<file path="src/rtl/rr_hold_arbiter.sv">
// Round-robin arbiter with grant hold for a shared single-owner resource.
// An owner keeps the grant until it releases, drops its request, or MaxHold expires.
module rr_hold_arbiter #(
  parameter  int NumRequests = 4,
  parameter  int MaxHold     = 8,
  localparam int IdW         = $clog2(NumRequests),
  localparam int CntW        = $clog2(MaxHold + 1)
) (
  input  logic                   clk,
  input  logic                   rstN,
  input  logic [NumRequests-1:0] request,
  input  logic                   owner_release,
  output logic [NumRequests-1:0] grant,
  output logic                   grant_valid,
  output logic [IdW-1:0]         grant_id,
  output logic                   timeout
);

  typedef enum logic {
    IDLE,
    GRANT
  } state_t;

  state_t                 state;
  logic [IdW-1:0]         ptr;
  logic [CntW-1:0]        hold_cnt;
  logic [NumRequests-1:0] rotated;
  logic [IdW-1:0]         winner;
  logic [IdW:0]           sum;
  logic                   found;
  logic                   ownerDone;
  logic [IdW-1:0]         nextPtr;

  // Rotate requests so bit 0 is the requester at ptr, then take the first set bit.
  always_comb begin
    rotated = NumRequests'({request, request} >> ptr);
    winner  = '0;
    found   = 1'b0;
    sum     = '0;
    for (int i = 0; i < NumRequests; i++) begin
      if (!found && rotated[i]) begin
        found = 1'b1;
        sum   = {1'b0, ptr} + (IdW + 1)'(i);
        if (sum >= (IdW + 1)'(NumRequests)) begin
          sum = sum - (IdW + 1)'(NumRequests);
        end
        winner = sum[IdW-1:0];
      end
    end
  end

  always_comb begin
    ownerDone = owner_release || !request[grant_id];
    nextPtr   = (grant_id == IdW'(NumRequests - 1)) ? '0 : grant_id + 1'b1;
  end

  always_ff @(posedge clk or negedge rstN) begin
    if (!rstN) begin
      state       <= IDLE;
      grant       <= '0;
      grant_valid <= 1'b0;
      grant_id    <= '0;
      timeout     <= 1'b0;
      ptr         <= '0;
      hold_cnt    <= '0;
    end else begin
      timeout <= 1'b0;
      case (state)
        IDLE: begin
          if (found) begin
            grant       <= NumRequests'(1) << winner;
            grant_id    <= winner;
            grant_valid <= 1'b1;
            hold_cnt    <= CntW'(1);
            state       <= GRANT;
          end
        end
        GRANT: begin
          // Release/drop outranks the hold limit, so timeout only fires on a forced revoke.
          if (ownerDone || (hold_cnt == CntW'(MaxHold))) begin
            timeout     <= !ownerDone;
            grant       <= '0;
            grant_valid <= 1'b0;
            grant_id    <= '0;
            ptr         <= nextPtr;
            hold_cnt    <= '0;
            state       <= IDLE;
          end else begin
            hold_cnt <= hold_cnt + 1'b1;
          end
        end
        default: state <= IDLE;
      endcase
    end
  end

endmodule
</file>
<file path="config.mk">
export PLATFORM = sky130hd
export DESIGN_NAME = rr_hold_arbiter
export DESIGN_NICKNAME = d
export VERILOG_FILES = /design/src/rtl/rr_hold_arbiter.sv
export SDC_FILE = /design/constraint.sdc
export NUM_CORES = 1
export LEC_CHECK = 0
export ABC_CLOCK_PERIOD_IN_PS = 2900
export BUFFER_PORTS_ARGS = -buffer_cell sky130_fd_sc_hd__buf_2
export CORE_MARGIN = 2
export CORE_UTILIZATION = 33
export CTS_CLUSTER_DIAMETER = 50
export DETAILED_ROUTE_END_ITERATION = 8
export GPL_TIMING_DRIVEN = 0
export PLACE_DENSITY = 0.59
export SLEW_MARGIN = 0
export SYNTH_ARGS = -nofsm -noshare
export SYNTH_HDL_FRONTEND = slang
export SYNTH_SLANG_ARGS = --single-unit
export TNS_END_PERCENT = 10
</file>
<file path="constraint.sdc">
create_clock -name clk -period 2.9 [get_ports clk]
set_input_delay 0.725 -clock clk [delete_from_list [all_inputs] [get_ports clk]]
set_output_delay 0.725 -clock clk [all_outputs]
set_load 0.005 [all_outputs]
</file>
### Word-level counts from Yosys, hierarchy flattened

Index checks and enable logic that the tools add are counted.

| storage, ports and cells | value |
|---|---|
| output and inout port bits | 8 |
| register bits | 15 |
| ROM bits | 0 |
| input bits | 7 |
| memory bits (writable) | 0 |
| bits in latches | 0 |
| memories kept | 0 |
| word-level logic and storage cells | 72 |

| operators by class | value |
|---|---|
| multiply operators | 0 |
| bitwise logic cells | 1 |
| shift operators | 2 |
| $lt $le $gt $ge | 5 |
| muxes and demuxes | 32 |
| div/mod/pow operators | 0 |
| reduce and logical (&&, ||, !) cells | 12 |
| equality and inequality tests | 4 |
| add/sub/neg operators | 9 |

Operators by type and width:

| kind | count |
|---|---|
| 2-bit 2-to-1 mux | 11 |
| 4-bit 2-to-1 mux | 4 |
| 4-bit case mux with 2 select lines | 2 |
| 1-bit 2-to-1 mux | 11 |
| 3-bit >= comparator (second input constant) | 3 |
| 8-bit by 2-bit right shift with 4-bit output | 1 |
| 2-bit by 1-bit subtractor with 2-bit output (second input constant) | 4 |
| 2-bit by 2-bit adder with 3-bit output (second input constant) | 2 |
| 1-bit logical NOT | 5 |
| 4-bit by 1-bit adder with 4-bit output (second input constant) | 1 |
| 4-bit == test (second input constant) | 1 |
| 1-bit case mux with 2 select lines | 2 |
| 2-bit case mux with 2 select lines | 1 |
| 2-bit AND reduction | 2 |
| 1-bit by 2-bit << shifter with 4-bit output (first input constant) | 1 |
| 2-bit by 1-bit adder with 3-bit output (second input constant) | 1 |
| 2-bit by 3-bit >= comparator with 1-bit output (second input constant) | 1 |
| 1-bit logical AND | 3 |
| 2-bit by 3-bit less-than comparator with 1-bit output (second input constant) | 1 |
| 2-bit by 1-bit adder with 2-bit output (second input constant) | 1 |
| 1-bit binary-select mux with 2-bit select | 1 |
| 2-bit == test (second input constant) | 1 |
| 1-bit logical OR | 2 |
| 2-bit by 1-bit inequality test with 1-bit output (second input constant) | 1 |
| 2 further kinds | 2 |

### Longest topological paths before layout

| depth | value |
|---|---|
| depth in word-level cells | 14 |
| gate-level depth with buffers | 6 |
| gate-level depth less buffers | 6 |

### Worst setup path after synthesis

No wires, ideal clock.

| timing path | value |
|---|---|
| path kind | input -> register |
| start point | input port request[3] |
| end point | register ptr[0] |
| arrival time | 1.833 ns |
| path slack | 0.942 ns |
| required time | 2.775 ns |
| stages | 4 |
| cell sequence | mux4_2 and3b_4 nand2b_4 mux2_4 |

| between the ends | value |
|---|---|
| longest elaborated chain between the ends | 6 |

Ends and longest elaborated chain:

| what | line | text |
|---|---|---|
| from (decl) | 11 | `input logic [NumRequests-1:0] request,` |
| 1-bit binary-select mux with 2-bit select | 53 | `ownerDone = owner_release \|\| !request[grant_id];` |
| 1-bit 2-to-1 mux (implied by the code) | 53 |  |
| 1-bit logical NOT | 53 |  |
| 1-bit logical OR | 53 |  |
| 1-bit logical OR | 80 | `if (ownerDone \|\| (hold_cnt == CntW'(MaxHold))) begin` |
| 2-bit AND reduction (no source line) | n/a |  |
| to (signal assigned) | 85 | `ptr <= nextPtr;` |
| to (decl) | 25 | `logic [IdW-1:0] ptr;` |

Every way passes these cells. The select of a mux whose other input is x is not followed.
A chain may end at the register's enable or synchronous reset.

### Worst setup path after layout

Same ends and word-level chain as after synthesis.

==> impl_metrics.xml <==
<?xml version="1.0" encoding="UTF-8"?>
<metrics>
  <group name="sta">
    <metric name="fin_tns_setup" unit="ps">0</metric>
    <metric name="clock.fmax" unit="MHz">533</metric>
    <metric name="max_slew.worst_pin.slew" unit="ps">606</metric>
    <metric name="grt_setup_unrepaired" unit="">false</metric>
    <metric name="period_share" unit="">0.647</metric>
    <metric name="timing.final.setup_violations" unit="">0</metric>
    <metric name="report.final.hold_viol_count" unit="">0</metric>
    <metric name="clock_skew" unit="ps">7.16</metric>
    <metric name="timing.slew.headroom" unit="">0.593</metric>
    <metric name="final-max-slew-violation-count" unit="">0</metric>
    <metric name="min_period" unit="ps">1880</metric>
  </group>
  <group name="synth">
    <metric name="synth_simple_gate_area_share" unit="">0.217</metric>
    <metric name="yosys_warns" unit="">0</metric>
    <metric name="postSynthCellCount" unit="">83</metric>
    <metric name="synth-seq-cells" unit="">15</metric>
    <metric name="complex_gate_fraction_of_the_synthesized_area" unit="">0.208</metric>
    <metric name="synth_seq_area_share" unit="">0.446</metric>
    <metric name="post-synth-top-count-cell" unit="">dfrtp_1</metric>
    <metric name="main_combinational_cell_family_by_area_after_synthesis" unit="">simple AND/OR/NAND/NOR gates</metric>
    <metric name="synth-main-ff-cell" unit="">dfrtp_1</metric>
    <metric name="synth_area_per_cell" unit="um^2">10.1</metric>
    <metric name="synthAdderAreaFrac" unit="">0.0446</metric>
    <metric name="cell_area_synth" unit="um^2">842</metric>
    <metric name="synth_edf_count" unit="">0</metric>
    <metric name="postSynthNetCount" unit="">93</metric>
    <metric name="yosys-top-cells-area" unit="">dfrtp_1 45%, a21o_1 4.5%, ha_1 4.5%, a22o_1 4.2%, mux2_4 3.6%</metric>
    <metric name="synth-xor-area-share" unit="">0</metric>
    <metric name="synth_largest_type_area_fraction" unit="">0.446</metric>
    <metric name="async_reset_ff_frac" unit="">1.00</metric>
    <metric name="synth.cells.most_frequent" unit="">15 x dfrtp_1, 6 x nand2_1, 5 x a21o_1, 5 x o21ai_0</metric>
    <metric name="synth_largest_area_cell" unit="">dfrtp_1</metric>
    <metric name="netlist-cell-type-count" unit="">30</metric>
    <metric name="synthMuxAreaShare" unit="">0.0624</metric>
  </group>
  <group name="critical_path">
    <metric name="critPathSlowestCell" unit="">mux4_2</metric>
    <metric name="setup.worst_path.end_class" unit="">flop</metric>
    <metric name="setup.worst_path.class" unit="">in -&gt; reg</metric>
    <metric name="sort_of_element_at_the_start_of_the_critical_path" unit="">primary input</metric>
    <metric name="path_max_fanout" unit="">6</metric>
    <metric name="critical_path.max_stage_delay" unit="ps">520</metric>
    <metric name="critPathTopFamily" unit="">multiplexers</metric>
    <metric name="crit_path_cell_chain" unit="">buf_2 -&gt; mux4_2 -&gt; and3b_4 -&gt; nand2b_4 -&gt; mux2_4</metric>
    <metric name="worst-endpoint-required" unit="ps">3080</metric>
    <metric name="cp_data_arrival_time" unit="ps">2060</metric>
    <metric name="critical_path_cell_count" unit="">5</metric>
    <metric name="crit_buf_inv" unit="">1</metric>
    <metric name="timing.reg2reg.worst_path_depth" unit="">4</metric>
  </group>
  <group name="finish">
    <metric name="num_antenna_cells" unit="">0</metric>
    <metric name="layout-drive-gt1-share" unit="">0.248</metric>
    <metric name="syn_to_final_growth" unit="%">16.0</metric>
    <metric name="final_net_count" unit="">112</metric>
    <metric name="final_area" unit="um^2">977</metric>
    <metric name="filler_cell_count" unit="">248</metric>
  </group>
  <group name="floorplanning">
    <metric name="design.core.area" unit="um^2">2450</metric>
    <metric name="floorplan.initialDensity" unit="">0.343</metric>
    <metric name="floorplan.die_area" unit="um^2">2970</metric>
    <metric name="die-width" unit="um">54.5</metric>
    <metric name="boundaryPins" unit="">15</metric>
    <metric name="die_height" unit="um">54.5</metric>
    <metric name="num_rows" unit="">18</metric>
  </group>
  <group name="route">
    <metric name="routedWlPerCell" unit="um">13.5</metric>
    <metric name="routed_wirelength" unit="mm">1.77</metric>
    <metric name="detail_route.wirelength.met1" unit="um">868</metric>
    <metric name="num_vias" unit="">709</metric>
    <metric name="violation_count_after_the_first_detailed_routing_iteration" unit="">20</metric>
    <metric name="number_of_vias_per_cell" unit="">5.41</metric>
    <metric name="top_layer" unit="">met4</metric>
    <metric name="dr_wl_met2" unit="um">795</metric>
    <metric name="drtAntennaViolNets" unit="">0</metric>
    <metric name="wl_met3" unit="um">70</metric>
    <metric name="drt-pass1-iter-count" unit="">4</metric>
    <metric name="drc_errors" unit="">0</metric>
  </group>
  <group name="placed_design">
    <metric name="post_dp_hpwl" unit="mm">1.31</metric>
    <metric name="portBuffers" unit="">14</metric>
    <metric name="placed_cell_area" unit="um^2">950</metric>
    <metric name="final_weighted_congestion_of_routability_driven_global_placement" unit="">0.775</metric>
  </group>
  <group name="clock_network">
    <metric name="clock_sink_count" unit="">15</metric>
    <metric name="clock_tree_from_tritoncts" unit="">built</metric>
    <metric name="cts_repair_resize_count" unit="">0</metric>
    <metric name="post_cts_hold_buffer_count" unit="">0</metric>
    <metric name="post_cts_buffers" unit="">0</metric>
    <metric name="clock_root_buffer" unit="">clkbuf_4</metric>
    <metric name="level_count_of_the_clock_h_tree" unit="">1</metric>
    <metric name="clkSlewWorstSetupHoldPaths" unit="ps">100</metric>
    <metric name="cts_max_path_buffers" unit="">2</metric>
    <metric name="cts-buffers-inserted" unit="">3</metric>
    <metric name="clk_latency" unit="ps">290</metric>
  </group>
  <group name="power_and_ir_drop">
    <metric name="p_total" unit="mW">0.856</metric>
    <metric name="power.static_leakage" unit="nW">0.500</metric>
    <metric name="worst_ir_drop_vdd" unit="V">0.000424</metric>
    <metric name="power_density" unit="nW/um^2">876</metric>
  </group>
  <group name="grt">
    <metric name="grt_max_degree" unit="">16</metric>
    <metric name="grt.overflow.total" unit="">0</metric>
    <metric name="wire_length_of_the_first_global_routing_pass" unit="mm">2.97</metric>
    <metric name="grt_pass1_vias" unit="">643</metric>
    <metric name="grt_util_all_layers" unit="">0.141</metric>
    <metric name="antenna_found_initial" unit="">0</metric>
  </group>
  <group name="worst_hold_path">
    <metric name="hold_path.class" unit="">in -&gt; async</metric>
  </group>
  <group name="run">
    <metric name="drv_cap" unit="">0</metric>
  </group>
  <group name="outcome">
    <metric name="outcome" unit="">finished clean</metric>
  </group>
</metrics>
[power by group]
group	leakage, nW	internal, mW	switching, mW
sequential	0.193	0.283	0.0891
clock	0.0177	0.0514	0.0739
combinational	0.289	0.188	0.171
[layout make-up]
type	count	area [um^2]	area share
timing repair buffer	14	70.1	0.0717
sequential	15	375	0.384
clock buffer	3	22.5	0.0230
buffer	1	3.75	0.00384
multi-input combinational	63	448	0.458
tap	30	37.5	0.0384
inverter	4	15.0	0.0154
clock inverter	1	5.00	0.00512
[kinds of logic after synthesis]
family / count (synthesis)
DFF: 15
and+or+nand+nor: 31
AOI/OAI and AO/OA: 26
buffers and inverters: 5
adders and majority gates: 3
muxes: 3
[final timing paths]
check / slack (ps) / endpoint / start
min in group clk: 520 / grant[1]$_DFFE_PN0P_ / grant[1]$_DFFE_PN0P_
min reg2reg: 520 / grant[1]$_DFFE_PN0P_ / grant[1]$_DFFE_PN0P_
min: 320 / grant_valid$_DFFE_PN0P_ / rstN
max reg2reg: 1100 / ptr[0]$_DFFE_PN0P_ / grant_id[0]$_DFFE_PN0P_
max in group asynchronous: 2320 / grant[2]$_DFFE_PN0P_ / rstN
max: 1020 / ptr[0]$_DFFE_PN0P_ / request[3]
[layout by cell type, fill, tap and decap left out, types with 4 or more instances in the layout]
cell     count
buf_2       14
a22o_1       4
nand2_1      6
nor2_1       4
dfrtp_1     15
o21ai_0      5
inv_1        4
a21o_1       5
[stage by stage]
stage          utilization  setup WS (ps)  hold WS (ps)  cells
2_1_floorplan            -            942           429     83
3_3_place_gp         0.387            726           491    127
3_5_place_dp         0.387            724           499    127
4_1_cts              0.398           1030           329    131
5_1_grt              0.398            961           335    131
6_report             0.398           1020           318    131
[registers in the layout, indices dropped and copies added, names as in the netlist]
signal,flops
grant,4
state,1
grant_valid,1
grant_id,2
ptr,2
hold_cnt,4
timeout,1
[routing by layer]
metal,global-route usage,vias up
li1,-,349
met1,0.202,337
met2,0.207,18
met3,0.0164,5
met4,0.0750,0
met5,0,-
Note: power is estimated with default switching activity, not from simulation.
